[src/rtl/btle_pkg.sv]
// Shared definitions for the BLE TX datapath blocks.
//   state_t        : serializer FSM encoding (S_IDLE, S_FETCH, S_SHIFT, S_DONE)
//   BLE_LSB_FIRST  : BLE air order sends bit 0 of every octet first
package btle_pkg;

    typedef enum logic [1:0] {
        S_IDLE  = 2'd0,
        S_FETCH = 2'd1,
        S_SHIFT = 2'd2,
        S_DONE  = 2'd3
    } state_t;

    localparam bit BLE_LSB_FIRST = 1'b1;

endpackage : btle_pkg

[src/rtl/dpram_bit_serializer.sv]
// dpram_bit_serializer
//   Reads num_byte words from buffer addresses 0..num_byte-1 and streams them
//   out one bit at a time under a valid/ready handshake.
// Ports
//   clk, rst        : clock, synchronous active-high reset
//   start           : job request, honoured only in IDLE
//   num_byte        : number of words in the job, latched on accepted start
//   read_address    : registered buffer read address
//   read_data       : buffer word, combinational from read_address
//   bit_out         : serial data bit
//   bit_valid       : bit_out valid
//   bit_ready       : downstream accepts when bit_valid & bit_ready
//   busy            : high from accepted start until the last bit is accepted
//   done            : one-cycle completion pulse (also for an empty job)
import btle_pkg::*;

module dpram_bit_serializer #(
    parameter int DATA_WIDTH    = 8,
    parameter int ADDRESS_WIDTH = 11,
    parameter bit LSB_FIRST     = BLE_LSB_FIRST
) (
    input  logic                     clk,
    input  logic                     rst,
    input  logic                     start,
    input  logic [ADDRESS_WIDTH-1:0] num_byte,
    output logic [ADDRESS_WIDTH-1:0] read_address,
    input  logic [DATA_WIDTH-1:0]    read_data,
    output logic                     bit_out,
    output logic                     bit_valid,
    input  logic                     bit_ready,
    output logic                     busy,
    output logic                     done
);

    localparam int BIT_CNT_W = (DATA_WIDTH > 1) ? $clog2(DATA_WIDTH) : 1;
    localparam logic [BIT_CNT_W-1:0] LAST_BIT = BIT_CNT_W'(DATA_WIDTH - 1);
    localparam logic [ADDRESS_WIDTH-1:0] ONE_ADDR = ADDRESS_WIDTH'(1);

    state_t                   state_q,     state_d;
    logic [ADDRESS_WIDTH-1:0] len_q,       len_d;
    logic [ADDRESS_WIDTH-1:0] word_cnt_q,  word_cnt_d;
    logic [ADDRESS_WIDTH-1:0] addr_q,      addr_d;
    logic [DATA_WIDTH-1:0]    shreg_q,     shreg_d;
    logic [BIT_CNT_W-1:0]     bit_cnt_q,   bit_cnt_d;
    logic                     bit_valid_q, bit_valid_d;
    logic                     busy_q,      busy_d;
    logic                     done_q,      done_d;
    logic [DATA_WIDTH-1:0]    shreg_next_s;

    // Shift the consumed bit out so the next one lands on the output tap
    always_comb begin
        if (LSB_FIRST) begin
            shreg_next_s = {1'b0, shreg_q[DATA_WIDTH-1:1]};
        end else begin
            shreg_next_s = {shreg_q[DATA_WIDTH-2:0], 1'b0};
        end
    end

    // Next-state and registered-output computation for the job FSM
    always_comb begin
        state_d     = state_q;
        len_d       = len_q;
        word_cnt_d  = word_cnt_q;
        addr_d      = addr_q;
        shreg_d     = shreg_q;
        bit_cnt_d   = bit_cnt_q;
        bit_valid_d = bit_valid_q;
        busy_d      = busy_q;
        done_d      = 1'b0;

        case (state_q)
            S_IDLE: begin
                bit_valid_d = 1'b0;
                busy_d      = 1'b0;
                if (start) begin
                    len_d      = num_byte;
                    word_cnt_d = '0;
                    addr_d     = '0;
                    if (num_byte != '0) begin
                        state_d = S_FETCH;
                        busy_d  = 1'b1;
                    end else begin
                        // Empty job: report completion without ever going busy
                        state_d = S_DONE;
                        done_d  = 1'b1;
                    end
                end else begin
                    state_d = S_IDLE;
                end
            end
            S_FETCH: begin
                // read_address has been stable since the previous edge
                shreg_d     = read_data;
                bit_cnt_d   = '0;
                bit_valid_d = 1'b1;
                state_d     = S_SHIFT;
            end
            S_SHIFT: begin
                if (bit_ready) begin
                    shreg_d   = shreg_next_s;
                    bit_cnt_d = bit_cnt_q + BIT_CNT_W'(1);
                    if (bit_cnt_q == LAST_BIT) begin
                        bit_valid_d = 1'b0;
                        if (word_cnt_q == (len_q - ONE_ADDR)) begin
                            state_d = S_DONE;
                            done_d  = 1'b1;
                            busy_d  = 1'b0;
                        end else begin
                            word_cnt_d = word_cnt_q + ONE_ADDR;
                            addr_d     = addr_q + ONE_ADDR;
                            state_d    = S_FETCH;
                        end
                    end else begin
                        state_d = S_SHIFT;
                    end
                end else begin
                    // Hold: valid and data stay put until the transfer happens
                    state_d = S_SHIFT;
                end
            end
            S_DONE: begin
                bit_valid_d = 1'b0;
                busy_d      = 1'b0;
                state_d     = S_IDLE;
            end
            default: begin
                bit_valid_d = 1'b0;
                busy_d      = 1'b0;
                state_d     = S_IDLE;
            end
        endcase
    end

    // State and output registers; reset wins over everything, mid-job included
    always_ff @(posedge clk) begin
        if (rst) begin
            state_q     <= S_IDLE;
            len_q       <= '0;
            word_cnt_q  <= '0;
            addr_q      <= '0;
            shreg_q     <= '0;
            bit_cnt_q   <= '0;
            bit_valid_q <= 1'b0;
            busy_q      <= 1'b0;
            done_q      <= 1'b0;
        end else begin
            state_q     <= state_d;
            len_q       <= len_d;
            word_cnt_q  <= word_cnt_d;
            addr_q      <= addr_d;
            shreg_q     <= shreg_d;
            bit_cnt_q   <= bit_cnt_d;
            bit_valid_q <= bit_valid_d;
            busy_q      <= busy_d;
            done_q      <= done_d;
        end
    end

    assign read_address = addr_q;
    assign bit_out      = LSB_FIRST ? shreg_q[0] : shreg_q[DATA_WIDTH-1];
    assign bit_valid    = bit_valid_q;
    assign busy         = busy_q;
    assign done         = done_q;

endmodule : dpram_bit_serializer
[config.mk]
export PLATFORM = sky130hd
export DESIGN_NAME = dpram_bit_serializer
export DESIGN_NICKNAME = d
export VERILOG_FILES = /design/src/rtl/btle_pkg.sv /design/src/rtl/dpram_bit_serializer.sv
export SDC_FILE = /design/constraint.sdc
export NUM_CORES = 1
export LEC_CHECK = 0
export ABC_AREA = 1
export BUFFER_PORTS_ARGS = -buffer_cell sky130_fd_sc_hd__buf_2
export CAP_MARGIN = 5
export CORE_MARGIN = 2
export CORE_UTILIZATION = 64
export CTS_BUF_LIST = sky130_fd_sc_hd__clkbuf_4
export CTS_CLUSTER_DIAMETER = 100
export DETAILED_ROUTE_END_ITERATION = 16
export MAX_ROUTING_LAYER = met4
export PLACE_DENSITY = 0.95
export SLEW_MARGIN = 30
export SYNTH_ARGS = -nofsm -noshare
export SYNTH_HDL_FRONTEND = slang
export SYNTH_SLANG_ARGS = --single-unit
[constraint.sdc]
create_clock -name clk -period 5.85 [get_ports clk]
set_clock_uncertainty 0.1 [all_clocks]
set_input_delay 0.2925 -clock clk [delete_from_list [all_inputs] [get_ports clk]]
set_output_delay 0.2925 -clock clk [all_outputs]
set_load 0.02 [all_outputs]
# Word-level counts from Yosys, hierarchy flattened
# Index checks and enable logic that the tools add are counted.
# Widths: inputs -> output; s select.
# op_classes
addsub	4
mul	0
div	0
order_cmp	0
n_eq_ne	10
n_shift	0
mux	34
n_bitwise	0
reduce_logical	11
# ops
operator	n
$mux 11	7
$pmux 11 s2	2
$add 11x1->11 const B	2
$pmux 8 s2	1
$mux 1	12
$eq 11x11->1	1
$reduce_bool 11->1	1
$sub 11x1->11 const B	1
$mux 2	5
$ne 2x2->1 const B	5
$mux 8	1
$pmux 2 s4	1
$pmux 1 s3	2
$pmux 3 s2	1
$reduce_and 2->1	3
$reduce_and 5->1	1
$eq 2x2->1 const B	2
$reduce_and 4->1	1
$reduce_bool 2->1	2
$add 3x1->3 const B	1
$eq 3x3->1 const B	1
$mux 3	1
$reduce_bool 3->1	1
$eq 2x1->1 const B	1
3 further kinds	3
# word_totals
register_bits	49
latchBits	0
mem_bits_rw	0
rom_bits	0
input_bits	23
output_inout_bits	15
elab_cells	68
mem_count	0

# Depth between registers and ports, before layout
# Gate-level depths: netlist (run 1).
# depth
depth_word	6
mapped_depth	17
depth_no_buf	16

# Worst setup path before layout (run 1)
# Ideal clock, no wire load.
# synth_path
path_type	register -> register
from	reg len_q[0]
to	reg addr_q[8], in the netlist read_address[8]
setup_ns	0.132
arrival_time_ns	1.661
required_ns	5.618
setup_slack_ns	3.957
stages_incl_launch_ff	17
path_buffers	1
period_less_slack_ns	1.893
path_cell_list	dfxtp_1 -> inv_2 -> ha_1 -> inv_1 -> nand2_1 -> nand2_1 -> nor2_1 -> nand3_1 -> nor2_1 -> nand2_1 -> nor2_4 -> nand3_4 -> nand2_4 -> nand2_4 -> buf_4 -> nand2_1 -> a21oi_1
# synth_between
elab_chain_len	4
# synth_lines
element	line	rtl
start, declared	dpram_bit_serializer.sv:40	logic [ADDRESS_WIDTH-1:0] len_q, len_d;
start signal, assigned	dpram_bit_serializer.sv:148	len_q <= len_d;
$sub 11x1->11	dpram_bit_serializer.sv:104	if (word_cnt_q == (len_q - ONE_ADDR)) begin
$eq 11x11->1	dpram_bit_serializer.sv:104	
$ne 2x2->1 (no line)	--	
$reduce_and 5->1 (no line)	--	
end signal, assigned	dpram_bit_serializer.sv:150	addr_q <= addr_d;
end, declared	dpram_bit_serializer.sv:42	logic [ADDRESS_WIDTH-1:0] addr_q, addr_d;
# No other way between the ends.
# A chain may end at the register's enable or synchronous reset.

# Worst setup path after layout (run 1)
# layout_path
from	reg state_q[1]
to	reg word_cnt_q[0]
# layout_between
elab_chain_len	3
elab_cells_between_ends	9
classes_between	5 x eq/ne; 1 x mux; 3 x reduce/logical
# layout_lines
element	line	rtl
start, declared	dpram_bit_serializer.sv:39	state_t state_q, state_d;
start signal, assigned	dpram_bit_serializer.sv:147	state_q <= state_d;
$eq 2x2->1 / $logic_not 2->1 (equally long branches)	dpram_bit_serializer.sv:71	case (state_q)
$ne 2x2->1 (no line) / $reduce_bool 2->1 (equally long branches)	--	
$reduce_and 5->1 (no line)	--	
end signal, assigned	dpram_bit_serializer.sv:149	word_cnt_q <= word_cnt_d;
end, declared	dpram_bit_serializer.sv:41	logic [ADDRESS_WIDTH-1:0] word_cnt_q, word_cnt_d;
# Several ways; a longest one is shown, not always the timed one.

==> results.md, run 1 <==
* Max Fclk at 340 MHz
* CP max stage cell: clkinv_1
* Hpwl dp at 4.83 mm
* Routability cong. at 0.980
* Share of cells above drive strength 1 at 0.148
* Post-Syn Nets at 453
* Global router's overall resource usage at 0.285
* Setup violations, final at 0
* Post-Route Setup TNS at 0 ns
* Sequential share of the synthesized area at 0.346
* Placed Cells at 498
* CP Data Required Time at 6.01 ns
* Vias per Instance at 5.53
* Die Y at 70.6 um
* Count leader, synth: nand2_1
* Hold depth at 3
* Tightest Hold Check Type: in -> reg
* Vias in the first global route at 2658
* Met1 usage in global routing at 0.333
* Starting Density at 0.657
* Top_reg_cell synth: dfxtp_1
* Core ar. at 4320 um2
* Worst skew pair latency at 0.38 ns
* CTS H-tree lvls at 2
* Critical Path Source Type: flop
* Drt drc at 0
* Critical path cell sequence: inv_1 -> nor2_2 -> clkinv_1 -> nor2_2 -> nand2_4 -> nand2_4 -> nand2_1 -> nand2_1 -> nor2_1
* Fin crit share at 0.503
* R2R Path Start: state_q[1]
* # rows at 24
* Worst-path maximum fanout at 27
* Crit path capture type: flop
* Top cells by area, synth: dfxtp_1 (35%), nand2_1 (15%), nand3_1 (6.7%)
* CTS Buf Count at 5
* Mapped Area at 2840 um2
* Max_cap viols at 0
* Width of the die at 70.6 um
* Post-synthesis mux area share at 0
* Final nets at 481
* Area leader, netlist: dfxtp_1
* GR Util met3 at 0.0470
* R2R depth at 9
* Met2 usage at 0.498
* Initial antenna violation count at 0
* Reg2reg setup slack at 2.91 ns
* Clock Tree Root: clkbuf_4
* Syn_area_per_cell at 6.68 um2
* Hold Slack at 0.0488 ns
* Setup bufs post-CTS at 0
* Final Hold Fails at 0
* Crit path to: word_cnt_q[0]
* Simple-gate portion of the synthesized area at 0.377
* Post-synthesis adder-cell area fraction at 0.0220
* CTS max path bufs at 2
* DR iter-0 viols at 198
* # IOs at 38
* Buffers on Ports at 37
* Compound-Gate Fraction of Synth Area at 0.119
* N_diodes at 0
* Post-Layout Inst Area at 3070 um2
* Area of the die at 4980 um2
* Worst R2R End: word_cnt_q[0]
* Pwr Density at 220 nW/um2
* Fin. max-slew vios at 0
* Cts repair resizes at 0
* Global-route wire length before repair at 11.2 mm
* P&R area growth vs syn at 7.98%
* Total Wirelength at 6.44 mm
* Top Usage Layer GRT: met2
* Final worst path period need at 2.94 ns
* Xor/xnor share of the synthesized area at 0.0573
* Drt pass-1 iters at 4
* Fraction of registers with async set/reset at 0
* Critical path class: reg -> reg
* EDFF count, synth at 0
* Slew HR at 0.504
* CTS tree: yes
* Total grt overflow at 0
* Largest family of logic cells by synthesized area: simple AND/OR/NAND/NOR gates
* Drt wl/cell at 12.7 um
* Worst slew pin tran at 0.739 ns
* Yosys reg bits at 49
* Unrepaired setup endpoints after global routing: false
* Post-DRT Antenna Nets at 0
* Post-CTS Hold Buffers at 0
* Yosys warns at 0
* Leakage at 1.26 nW
* Clock Pin Slew Worst Setup and Hold Paths at 0.14 ns
* Clk sinks at 49
* Largest net degree at the start of global routing at 44
* Dpl cell area at 3010 um2
* Non-filler cells, final at 506
* Vias at 2799
* Post-layout power at 0.675 mW
* Fillers at 376
* Worst Path Arrival at 3.10 ns
* Maximum vdd drop at 0.195 mV
* Synth cell count leaders: nand2_1 (110), dfxtp_1 (49), nor2_1 (48)
* Synth Instances at 425
* Status: complete, no violations
* CP peak stage delay at 0.77 ns
* Distinct cells, synth at 33
* CP Launch Point: state_q[1]
* Post-synth top area share at 0.346
==> worst max-delay path, delay by kind of cell (launching register included) <==
kind | cells | cell delay [ns]
buf+inv | 2 | 0.84
flops | 1 | 0.37
simple gates | 7 | 1.51
==> layout make-up <==
| class | instances | area (um2) | share of cell area |
|---|---|---|---|
| clock inverters | 3 | 22.5 | 0.00735 |
| clock buffers | 5 | 37.5 | 0.0122 |
| inverters | 36 | 135 | 0.0441 |
| flip-flops and latches | 49 | 981 | 0.320 |
| well taps | 52 | 65.1 | 0.0212 |
| multi-input cells | 323 | 1630 | 0.532 |
| repair buffers | 38 | 193 | 0.0629 |
==> metrics by stage <==
step	utilization	setup WS (ns)
3_5_place_dp	0.695	2.95
4_1_cts	0.709	2.94
3_3_place_gp	0.695	3.08
2_1_floorplan	-	3.96
6_report	0.709	2.91
5_1_grt	0.709	2.62
==> cells in the final DEF, fill, tap and decap left out, types with 2 or more instances in the layout <==
cell and instances:
a21oi_1 34, a31oi_1 7, buf_2 37, clkbuf_4 5, clkinv_4 2, dfxtp_1 49
ha_1 5, inv_1 31, inv_2 4, nand2_1 110, nand2_2 3, nand2_4 2
nand3_1 38, nand3b_1 2, nor2_1 48, nor2_2 6, nor2_4 3, nor3_1 10
nor3b_1 5, nor4_1 4, o21ai_0 22, xnor2_1 2, xor2_1 14
==> flip-flops by register name (all words and copies together), names as in the netlist <==
signal and count:
len_q 11, read_address 11, word_cnt_q 11, shreg_q 8
bit_cnt_q 3, state_q 2, bit_valid 1, busy 1
done 1
==> kinds of logic (layout without fill, tap and decap cells) <==
family,Yosys count,in the layout
xor+xnor,17,17
compound gates,65,65
simple gates,236,236
fa+ha+maj,5,5
buf+inv,53,82
flops,49,49
==> per-layer routing <==
layer,up-vias,wire (um),share of wire
li1,1432,-,-
met1,1301,2780,0.43
met2,56,3300,0.51
met3,10,253,0.039
met4,0,105,0.016
met5,-,0,0
==> how the worst min path moves through the flow <==
stage / to / slack [ns] / startpoint
2_1_floorplan: bit_cnt_q[0] / 0.33 / bit_cnt_q[0]
3_3_place_gp: bit_cnt_q[1] / 0.35 / bit_cnt_q[1]
3_5_place_dp: bit_cnt_q[0] / 0.36 / bit_cnt_q[0]
4_1_cts: shreg_q[7] / 0.03 / read_data[7]
5_1_grt: shreg_q[7] / 0.03 / read_data[7]
6_report: shreg_q[7] / 0.05 / read_data[7]
==> report_power, final <==
| group | internal, mW | switching (mW) | total, mW |
|---|---|---|---|
| Combinational | 0.0492 | 0.0975 | 0.147 |
| Clock | 0.0479 | 0.115 | 0.163 |
| Sequential | 0.351 | 0.0142 | 0.365 |
| Total | 0.448 | 0.227 | 0.675 |
No activity file was read; power rests on OpenSTA's default activity.
==> inputs of run 2 (changes only) <==
--- a/config.mk
+++ b/config.mk
@@ -9,12 +9,12 @@
 export BUFFER_PORTS_ARGS = -buffer_cell sky130_fd_sc_hd__buf_2
 export CAP_MARGIN = 5
 export CORE_MARGIN = 2
-export CORE_UTILIZATION = 64
+export CORE_UTILIZATION = 60
 export CTS_BUF_LIST = sky130_fd_sc_hd__clkbuf_4
 export CTS_CLUSTER_DIAMETER = 100
 export DETAILED_ROUTE_END_ITERATION = 16
 export MAX_ROUTING_LAYER = met4
-export PLACE_DENSITY = 0.95
+export PLACE_DENSITY = 0.92
 export SLEW_MARGIN = 30
 export SYNTH_ARGS = -nofsm -noshare
 export SYNTH_HDL_FRONTEND = slang
==> constraint.sdc (replaced) <==
create_clock -name clk -period 2.81 [get_ports clk]
set_clock_uncertainty 0.1 [all_clocks]
set_input_delay 0.1405 -clock clk [delete_from_list [all_inputs] [get_ports clk]]
set_output_delay 0.1405 -clock clk [all_outputs]
set_load 0.02 [all_outputs]
==> results.md, run 2 (synthesis results as in run 1) <==
* Status: complete, no violations
* Setup bufs post-CTS at 0 (unchanged)
* Buffers on Ports at 37 (unchanged)
* CTS max path bufs at 2 (unchanged)
* Cts repair resizes at 0 (unchanged)
* Core Util, Final at 0.708 (-0.000804)
* Share of cells above drive strength 1 at 0.143 (-0.00472)
* DR iter-0 viols at 180 (-9.1%)
* Pwr Density at 431 nW/um2 (+96%)
* DR WL met3 at 379 um (+50%)
* Largest net degree at the start of global routing at 29 (-34%)
* Routability cong. at 0.852 (-13%)
* Max Fclk at 441 MHz (+30%)
* Die Y at 72.8 um (+3.1%)
* Total grt overflow at 0 (unchanged)
* Commonest non-fill, non-tap cell in the layout: nand2_1
* Drt pass-1 iters at 4 (unchanged)
* Commonest non-fill, non-tap cells in the layout: nand2_1 (110), dfxtp_1 (49), nor2_1 (48)
* Global-route wire length before repair at 11.7 mm (+3.7%)
* Top layer in use: met4
* Fin. max-slew vios at 0 (unchanged)
* Critical path class: reg -> reg
* Vias at 2913 (+4.1%)
* Total Wirelength at 6.73 mm (+4.6%)
* Post-CTS Hold Buffers at 20 (+20)
* N_diodes at 0 (unchanged)
* Width of the die at 72.8 um (+3.1%)
* Vias per Instance at 5.50 (-0.64%)
* # IOs at 38 (unchanged)
* Final worst path period need at 2.27 ns (-0.676 ns)
* Leakage at 1.35 nW (+7.2%)
* Maximum vdd drop at 0.261 mV (+34%)
* CTS Buf Count at 5 (unchanged)
* M1 wire length at 2.82 mm (+1.5%)
* Max_cap viols at 0 (unchanged)
* Hpwl dp at 4.76 mm (-1.4%)
* Initial antenna violation count at 0 (unchanged)
* P&R area growth vs syn at 15.5%
* Area of the die at 5300 um2 (+6.3%)
* Met2 Wirelength at 3.31 mm (+0.18%)
* Clk sinks at 49 (unchanged)
* Drt drc at 0 (unchanged)
* Fin crit share at 0.806 (+0.303)
* Final Hold Fails at 0 (unchanged)
* Critical Path Source Type: flop
* CTS tree: yes
* Clock Tree Root: clkbuf_4
* Post-Layout Inst Area at 3280 um2 (+6.9%)
* Crit path capture type: flop
* Unrepaired setup endpoints after global routing: false
* Dpl cell area at 3020 um2 (+0.58%)
* Post-DRT Antenna Nets at 0 (unchanged)
* Setup violations, final at 0 (unchanged)
* CTS H-tree lvls at 2 (unchanged)
* Vias in the first global route at 2709 (+1.9%)
* # rows at 25 (+4.2%)
* Global router's overall resource usage at 0.282 (-0.00301)
* Tightest Hold Check Type: in -> reg
* CP Data Required Time at 2.95 ns (-3.06 ns)
* Post-Route Setup TNS at 0 ns (unchanged)
* Starting Density at 0.613 (-0.0433)
* Final nets at 503 (+4.6%)
* Core ar. at 4630 um2 (+7.1%)
* Worst Path Arrival at 2.40 ns (-0.70 ns)
* Worst slew pin tran at 0.693 ns (-0.0469 ns)
* Drt wl/cell at 12.7 um (-0.17%)
* Clock Pin Slew Worst Setup and Hold Paths at 0.15 ns (about the same)
* Slew HR at 0.537 (+0.0332)
* Worst skew pair latency at 0.37 ns (about the same)
* Worst-path maximum fanout at 23 (-15%)
[run 2: cell types whose count changed in the layout (fill, tap and decap cells not counted)]
| cell | delta |
|---|---|
| clkinv_1 | +1 |
| buf_4 | +2 |
| dlygate4sd3_1 | +20 |
| clkinv_4 | -1 |
[run 2: area by class of cell]
| cell class | count | area (um2) |
|---|---|---|
| Clock buffer | 5 | 37.5 |
| Timing Repair Buffer | 60 | 408 |
| Multi-Input combinational cell | 323 | 1630 |
| Clock inverter | 3 | 17.5 |
| Fill cell | 365 | 1350 |
| Sequential cell | 49 | 981 |
| Inverter | 36 | 135 |
| Tap cell | 54 | 67.6 |
[run 2: worst paths after layout]
| check | from | to | slack (ns) | depth (start not counted) |
|---|---|---|---|---|
| hold reg to reg | bit_cnt_q[0] | bit_cnt_q[0] | 0.37 | 1 |
| setup / recovery | len_q[0] | word_cnt_q[4] | 0.54 | 13 |
| hold / removal | start | busy | 0.03 | 5 |
| setup reg to reg | len_q[0] | word_cnt_q[4] | 0.54 | 13 |
[run 2: per-layer routing]
layer  up-vias  track usage
li1       1477            -
met1      1312        0.339
met2       102        0.462
met3        22       0.0483
met4         0        0.130
met5         -            -
[run 2: critical path, stage by stage, from the launching register on]
cell and delay [ns]:
dfxtp_1 0.34, inv_2 0.09, ha_1 0.23, nand2_2 0.12, nor2_4 0.15, nand3_1 0.07
nand2_1 0.08, nand3_1 0.08, nor2_2 0.13, nand3_4 0.11, nand2_4 0.23, nand2_4 0.22
nand2_1 0.12, a21oi_1 0.08
[run 2: where the power goes]
part	internal [mW]	switching, mW	total [mW]
Sequential	0.731	0.0298	0.761
Clock	0.0953	0.226	0.321
Combinational	0.123	0.208	0.330
Total	0.949	0.463	1.41
[run 2: metrics by stage]
step           hold slack [ns]  std cells  total power [mW]  setup WS, ns
2_1_floorplan            0.188        425              1.01         0.917
3_3_place_gp             0.310        502              1.07         0.645
3_5_place_dp             0.316        502              1.08         0.566
4_1_cts                 0.0168        530              1.41         0.557
5_1_grt                 0.0553        530              1.50         0.296
6_report                0.0257        530              1.41         0.544
